==> src/rtl/uart_rx_cfg.sv <==
// UART receiver with configurable data width, parity and stop bits.
// Start bit is validated at mid-bit; every later bit is sampled one bit period on.
module uart_rx_cfg #(
  parameter int CLK_FREQ  = 50000000,
  parameter int BAUD_RATE = 9600,
  parameter int DATA_BITS = 8,
  parameter int PARITY    = 0,
  parameter int STOP_BITS = 1
) (
  input  logic                 clk,
  input  logic                 rst,
  input  logic                 rx,
  output logic [DATA_BITS-1:0] rx_data,
  output logic                 rx_valid,
  output logic                 parity_err,
  output logic                 frame_err
);

  localparam int BAUD_DIV = CLK_FREQ / BAUD_RATE;
  localparam int HALF_DIV = BAUD_DIV / 2;
  localparam int CW       = $clog2(BAUD_DIV);
  localparam int BW       = 4;

  typedef enum logic [2:0] {IDLE, START, DATA, PAR, STOP} state_t;

  state_t               state, state_n;
  logic [1:0]           sync;
  logic                 rx_s;
  logic [CW-1:0]        cnt, cnt_n, term;
  logic [BW-1:0]        bit_cnt, bit_cnt_n;
  logic [DATA_BITS-1:0] shift_reg, shift_n, data_n;
  logic                 par_bad, par_bad_n, stop_bad, stop_bad_n;
  logic                 armed, armed_n;
  logic                 valid_n, perr_n, ferr_n;
  logic                 tick;

  assign rx_s = sync[1];
  assign term = (state == START) ? CW'(HALF_DIV - 1) : CW'(BAUD_DIV - 1);
  assign tick = (cnt == term);

  always_comb begin
    state_n    = state;
    cnt_n      = tick ? '0 : cnt + 1'b1;
    bit_cnt_n  = bit_cnt;
    shift_n    = shift_reg;
    par_bad_n  = par_bad;
    stop_bad_n = stop_bad;
    armed_n    = armed;
    data_n     = rx_data;
    valid_n    = 1'b0;
    perr_n     = parity_err;
    ferr_n     = frame_err;
    case (state)
      IDLE: begin
        cnt_n = '0;
        if (rx_s)       armed_n = 1'b1;
        else if (armed) state_n = START;
      end
      START: if (tick) begin
        if (!rx_s) begin
          state_n    = DATA;
          bit_cnt_n  = '0;
          par_bad_n  = 1'b0;
          stop_bad_n = 1'b0;
        end else begin
          state_n = IDLE;
        end
      end
      DATA: if (tick) begin
        shift_n = {rx_s, shift_reg[DATA_BITS-1:1]};
        if (bit_cnt == BW'(DATA_BITS - 1)) begin
          state_n   = (PARITY != 0) ? PAR : STOP;
          bit_cnt_n = '0;
        end else begin
          bit_cnt_n = bit_cnt + 1'b1;
        end
      end
      PAR: if (tick) begin
        par_bad_n = (PARITY == 2) ? (^{shift_reg, rx_s}) : ~(^{shift_reg, rx_s});
        state_n   = STOP;
      end
      STOP: if (tick) begin
        if (bit_cnt == BW'(STOP_BITS - 1)) begin
          data_n  = shift_reg;
          perr_n  = (PARITY != 0) && par_bad;
          ferr_n  = stop_bad | ~rx_s;
          valid_n = 1'b1;
          // a line held low must return high before the next start is accepted
          armed_n = ~(stop_bad | ~rx_s);
          state_n = IDLE;
        end else begin
          stop_bad_n = stop_bad | ~rx_s;
          bit_cnt_n  = bit_cnt + 1'b1;
        end
      end
      default: state_n = IDLE;
    endcase
    if (state_n != state) cnt_n = '0;
  end

  always_ff @(posedge clk or posedge rst) begin
    if (rst) begin
      state      <= IDLE;
      sync       <= 2'b11;
      cnt        <= '0;
      bit_cnt    <= '0;
      shift_reg  <= '0;
      par_bad    <= 1'b0;
      stop_bad   <= 1'b0;
      armed      <= 1'b1;
      rx_data    <= '0;
      rx_valid   <= 1'b0;
      parity_err <= 1'b0;
      frame_err  <= 1'b0;
    end else begin
      state      <= state_n;
      sync       <= {sync[0], rx};
      cnt        <= cnt_n;
      bit_cnt    <= bit_cnt_n;
      shift_reg  <= shift_n;
      par_bad    <= par_bad_n;
      stop_bad   <= stop_bad_n;
      armed      <= armed_n;
      rx_data    <= data_n;
      rx_valid   <= valid_n;
      parity_err <= perr_n;
      frame_err  <= ferr_n;
    end
  end

endmodule
==> config.mk <==
export PLATFORM = sky130hd
export DESIGN_NAME = uart_rx_cfg
export DESIGN_NICKNAME = d
export VERILOG_FILES = /design/src/rtl/uart_rx_cfg.sv
export SDC_FILE = /design/constraint.sdc
export NUM_CORES = 1
export LEC_CHECK = 0
export ABC_AREA = 1
export BUFFER_PORTS_ARGS = -buffer_cell sky130_fd_sc_hd__buf_2
export CAP_MARGIN = 0
export CORE_ASPECT_RATIO = 0.5
export CORE_MARGIN = 5
export CORE_UTILIZATION = 35
export CTS_CLUSTER_DIAMETER = 150
export DETAILED_ROUTE_END_ITERATION = 10
export PLACE_DENSITY = 0.57
export SYNTH_ARGS = -nofsm -noshare
export SYNTH_HDL_FRONTEND = slang
export SYNTH_SLANG_ARGS = --single-unit
==> constraint.sdc <==
create_clock -name clk -period 2 [get_ports clk]
set_input_delay 0.4 -clock clk [delete_from_list [all_inputs] [get_ports clk]]
set_output_delay 0.4 -clock clk [all_outputs]
set_load 0.02 [all_outputs]
=== After elaboration in Yosys (flattened, before gate mapping) ===
Cells that the tools add are included.

* Logic and storage cells: 72
* Flip-flop bits (word level): 42
* Bits of input ports: 3
* Output and inout port bits: 11

* Reduce and logical (&&, ||, !) cells: 10
* Add/sub/neg operators: 2
* Equal/unequal tests: 14
* Multiplexer cells: 33
* Bitwise gates (word level): 3

{| class="wikitable"
|+ Operator list
! kind !! count
|-
| $mux 13 || 4
|-
| $mux 3 || 8
|-
| $mux 4 || 6
|-
| $pmux 3 s5 || 1
|-
| $ne 2x2->1 const B || 7
|-
| $add 13x1->13 const B || 1
|-
| $eq 13x13->1 || 1
|-
| $pmux 4 s3 || 1
|-
| $mux 1 || 10
|-
| $eq 3x2->1 const B || 2
|-
| $reduce_and 6->1 || 1
|-
| $reduce_and 5->1 || 1
|-
| $add 4x1->4 const B || 1
|-
| $eq 4x3->1 const B || 1
|-
| $logic_not 4->1 || 1
|-
| $pmux 1 s2 || 2
|-
| $reduce_and 4->1 || 1
|-
| $reduce_bool 2->1 || 2
|-
| $eq 3x1->1 const B || 1
|-
| $eq 3x3->1 const B || 1
|-
| $logic_not 3->1 || 1
|-
| $ne 3x3->1 || 1
|-
| $reduce_and 3->1 || 1
|-
| $reduce_bool 3->1 || 1
|-
| 4 further kinds || 5
|}

=== Depth between registers and ports, before layout ===
* Word-level depth: 7
* Gate-level depth with buffers: 12
* Mapped depth without buffers: 12

=== Worst setup path before layout ===
No wires, ideal clock.

* Path type: register -> register
* Start point: register state[2]
* End point: register cnt[4]
* Path buffers: 1
* Required time: 1.883 ns
* Period minus slack after synthesis: 1.561 ns
* Setup time: 0.117 ns
* Stages on the path, launching flop included: 12
* Setup slack: 0.439 ns
* Arrival: 1.444 ns
* Cells stage by stage: dfrtp_1 > nor2_2 > nand2_2 > inv_1 > nand3_1 > nand2_2 > nand3_1 > nand2_1 > nand4_1 > nand3_2 > buf_6 > nor2_1

* Word-level cells in the longest chain between the ends: 7
* Elaborated cells on any way between the ends: 20
* Classes of those cells: eq/ne (6); mux (13); reduce/logical (1)

{| class="wikitable"
|+ Ends and longest elaborated chain
! what !! RTL line !! source
|-
| start: declaration || 26 || <nowiki>state_t state, state_n;</nowiki>
|-
| start signal: assignment || 116 || <nowiki>state <= state_n;</nowiki>
|-
| $eq 3x1->1 || 38, 53 ||
|-
| $mux 13 || 38 || <nowiki>assign term = (state == START) ? CW'(HALF_DIV - 1) : CW'(BAUD_DIV - 1);</nowiki>
|-
| $eq 13x13->1 || 39 || <nowiki>assign tick = (cnt == term);</nowiki>
|-
| $mux 3, on equally long branches || n/a ||
|-
| $pmux 3 s5 || 53 || <nowiki>case (state)</nowiki>
|-
| $ne 3x3->1 || 98 || <nowiki>if (state_n != state) cnt_n = '0;</nowiki>
|-
| $mux 13 * || 98 ||
|-
| named net cnt_n[4] || 29 || <nowiki>logic [CW-1:0] cnt, cnt_n, term;</nowiki>
|-
| end signal: assignment || 118 || <nowiki>cnt <= cnt_n;</nowiki>
|-
| end: declaration || 29 ||
|}

Mark *: on every way through the listed nets, which the timed path passes. The rest lies on a longest branch.
A chain may end at the register's enable or synchronous reset.

=== Worst setup path in the final report ===
* Start point: register cnt[0]
* End point: register cnt[8]

* Word-level cells in the longest chain between the ends: 5
* Elaborated cells on any way between the ends: 11
* Classes of those cells: add/sub (1); eq/ne (2); mux (8)

{| class="wikitable"
|+ Ends and longest elaborated chain
! what !! RTL line
|-
| parallel branches: the longest is 4 deep, another holds $add 13x1->13 || n/a
|-
| $mux 13 * || 98
|-
| named net cnt_n[8] || 29
|}

Mark *: on every way through the listed nets, which the timed path passes.

==> results.sh <==
export IMPL_status="completed"
export IMPL_regArea_um2=1055
export IMPL_cp_slowest_stage_delay_ns=0.38
export IMPL_hold_buffers=0
export IMPL_vias=1755
export IMPL_worstMarginPinSlew_ns=0.5286
export IMPL_rows=20
export IMPL_cts_sinks=42
export IMPL_power_leakage_nw=1.181
export IMPL_synthTopCellsByArea="dfrtp_1 (46%), nand2_1 (10%), inv_1 (6.9%), nor2_1 (6.2%), o21ai_0 (4.5%)"
export IMPL_cp_end_kind="register"
export IMPL_path_class="register to register"
export IMPL_final_nets=293
export IMPL_power_mw=2.167
export IMPL_initial_core_util_pct=35.63
export IMPL_largest_reg_flops=13
export IMPL_yosys_warnings=0
export IMPL_overflow=0
export IMPL_synth_top_cell_by_area="dfrtp_1"
export IMPL_dp_slack_ns=0.08587
export IMPL_multi_input_area_um2=939.7
export IMPL_syn_area_per_cell_um2=8.071
export IMPL_netlist_cell_type_count=30
export IMPL_die_width_um=120.3
export IMPL_crit_family="simple AND/OR/NAND/NOR gates"
export IMPL_io_buffers=12
export IMPL_cap_violations=0
export IMPL_antenna_left=0
export IMPL_final_fill_count=582
export IMPL_drc=0
export IMPL_track_usage_pct=11.68
export IMPL_wl_per_cell_um=12.51
export IMPL_drive_gt1_share_pct=20.14
export IMPL_hold_viol=0
export IMPL_fin_crit_sh_pct=92.62
export IMPL_netlist_area_um2=2131
export IMPL_path_clk_slew_ns=0.06
export IMPL_timing_fmax_ghz=0.5399
export IMPL_crit_chain="ha_1 > inv_1 > nor3_4 > nand3_2 > nand2_1 > nand4_1 > buf_4 > nand3_4 > nor2_1"
export IMPL_fin_crit_ns=1.852
export IMPL_hold_path_class="input port to register"
export IMPL_finalWirelength_um=4566
export IMPL_coreArea_um2=5981
export IMPL_setup_tns_ns=0
export IMPL_fin_ws_ns=0.1477
export IMPL_finalSetupViolCount=0
export IMPL_pin_count=14
export IMPL_vdd_ir_drop_max_mv=0.3282
export IMPL_n_antenna_cell=0
export IMPL_relSlewSlack_pct=64.76
export IMPL_clk_latency_ns=0.28
export IMPL_grt_first_pass_wirelength_um=7376
export IMPL_die_area_um2=7843
export IMPL_p_per_area_nw_per_um2=856.0
export IMPL_drt_vias_per_instance=4.808
export IMPL_yosysTopAreaCellShare_pct=45.80
export IMPL_slowest_stage="dfrtp_1"
export IMPL_ys_seq_area_share_pct=49.50
export IMPL_numCtsBuffers=5
export IMPL_grt_pass1_vias=1630
export IMPL_firstDrtPassIters=4
export IMPL_place_congestion=0.8132
export IMPL_drtIter0Drc=98
export IMPL_startpoint_type="register"
export IMPL_antenna_found_initial=0
export IMPL_synth_seq_cells=42
export IMPL_die_h_um=65.17
export IMPL_crit_arrival_ns=2.02
export IMPL_syn_inst=264
export IMPL_cts_tree="yes"
export IMPL_worstPathRequired_ns=2.17
export IMPL_fin_skew_ns=0.007453
export IMPL_htreeDepth=2
export IMPL_finalMaxSlewViolations=0
export IMPL_dpl_hpwl_um=3077
export IMPL_area_delta_synth_final_pct=18.79
export IMPL_critPathBufInv=2
export IMPL_syn_num_nets=270
export IMPL_clockBufferDepth=2
export IMPL_grt_max_degree=43
export IMPL_crit_fanout=7
export IMPL_cts_root_buf="clkbuf_16"
[Yosys cell counts]
master	number
a21o_1	1
a21oi_1	5
a22oi_1	1
a31oi_1	1
buf_2	1
buf_4	1
buf_6	2
clkinv_1	1
conb_1	1
dfrtp_1	39
dfstp_2	3
ha_1	3
inv_1	39
inv_2	1
nand2_1	59
nand2_2	3
nand3_1	18
nand3_2	2
nand3b_1	3
nand4_1	5
nand4_4	1
nor2_1	35
nor2_2	4
nor3_1	2
nor3_4	1
o211ai_1	1
o21ai_0	19
o21ai_1	3
o21ai_2	7
or2_2	2
[through the flow]
stage                     cell area [µm²]  hold slack (ns)  util, %  std cells
after global placement               2267           0.3469    37.91        351
after CTS                            2437           0.2072    40.75        359
final                                2531           0.2128    42.32        365
after global routing                 2531           0.2043    42.32        365
after detailed placement             2267           0.3472    37.91        351
after floorplan                      2131           0.3452        -        264
[cell usage in the layout (no fill, tap or decap), types with 3 or more instances in the layout]
| master | instances |
|---|---|
| nand2_1 | 58 |
| inv_1 | 39 |
| dfrtp_1 | 39 |
| nor2_1 | 35 |
| o21ai_0 | 18 |
| nand3_1 | 16 |
| buf_2 | 12 |
| o21ai_2 | 8 |
| buf_4 | 6 |
| nand4_1 | 5 |
| clkbuf_16 | 5 |
| nor2_2 | 4 |
| nand2_2 | 4 |
| a21oi_1 | 4 |
| clkinvlp_4 | 4 |
| nand3_2 | 3 |
| nand3b_1 | 3 |
| o21ai_1 | 3 |
| ha_1 | 3 |
| dfstp_2 | 3 |
[path summary, 6_finish.rpt]
check / startpoint / to / slack [ns] / cells after the start
max: cnt[0] / cnt[8] / 0.15 / 9
min: rx / sync[0] / 0.21 / 1
max reg2reg: cnt[0] / cnt[8] / 0.15 / 9
min reg2reg: sync[0] / sync[1] / 0.35 / 0
max in group asynchronous: rst / sync[0] / 1.38 / 3
min in group asynchronous: rst / rx_data[5] / 0.24 / 3
[power breakdown]
group / switching, mW / internal (mW)
registers: 0.0460 / 0.899
logic: 0.194 / 0.104
clock network: 0.335 / 0.588
[worst register-to-register path, stage by stage, from the launching register on]
cell and delay, ns:
dfrtp_1 0.38, ha_1 0.22, inv_1 0.10, nor3_4 0.32
nand3_2 0.17, nand2_1 0.11, nand4_1 0.08, buf_4 0.17
nand3_4 0.14, nor2_1 0.06
[kinds of logic after synthesis]
kind of cell             after synthesis  share of synthesized area [%]
AND/OR/NAND/NOR                      135                          29.13
AO/OA/AOI/OAI                         38                          10.57
adder cells (fa/ha/maj)                3                          1.762
other                                  1                         0.1760
buffers and inverters                 45                          8.866
flip-flops                            42                          49.50
[area by class of cell]
class | count | share of cell area [%]
inverters | 41 | 6.228
well taps | 77 | 3.806
repair inverters | 1 | 0.2966
multi-input cells | 178 | 37.12
repair buffers | 18 | 4.152
flip-flops and latches | 42 | 41.67
clock buffers | 5 | 4.943
clock inverters | 3 | 1.780
[per-layer routing]
layer	vias to the layer above	routed length [µm]	GRT usage [%]
met5	-	0	0
met4	0	47	3.814
met3	5	219	3.095
met2	39	1989	18.24
met1	825	2310	15.92
li1	886	-	-
[what timing repair did]
action                                  in CTS  in global routing
resized for setup                            0                 11
buffers inserted                             0                  4
endpoints found under the setup margin       0                 15
Note: power is estimated with default switching activity, not from simulation.
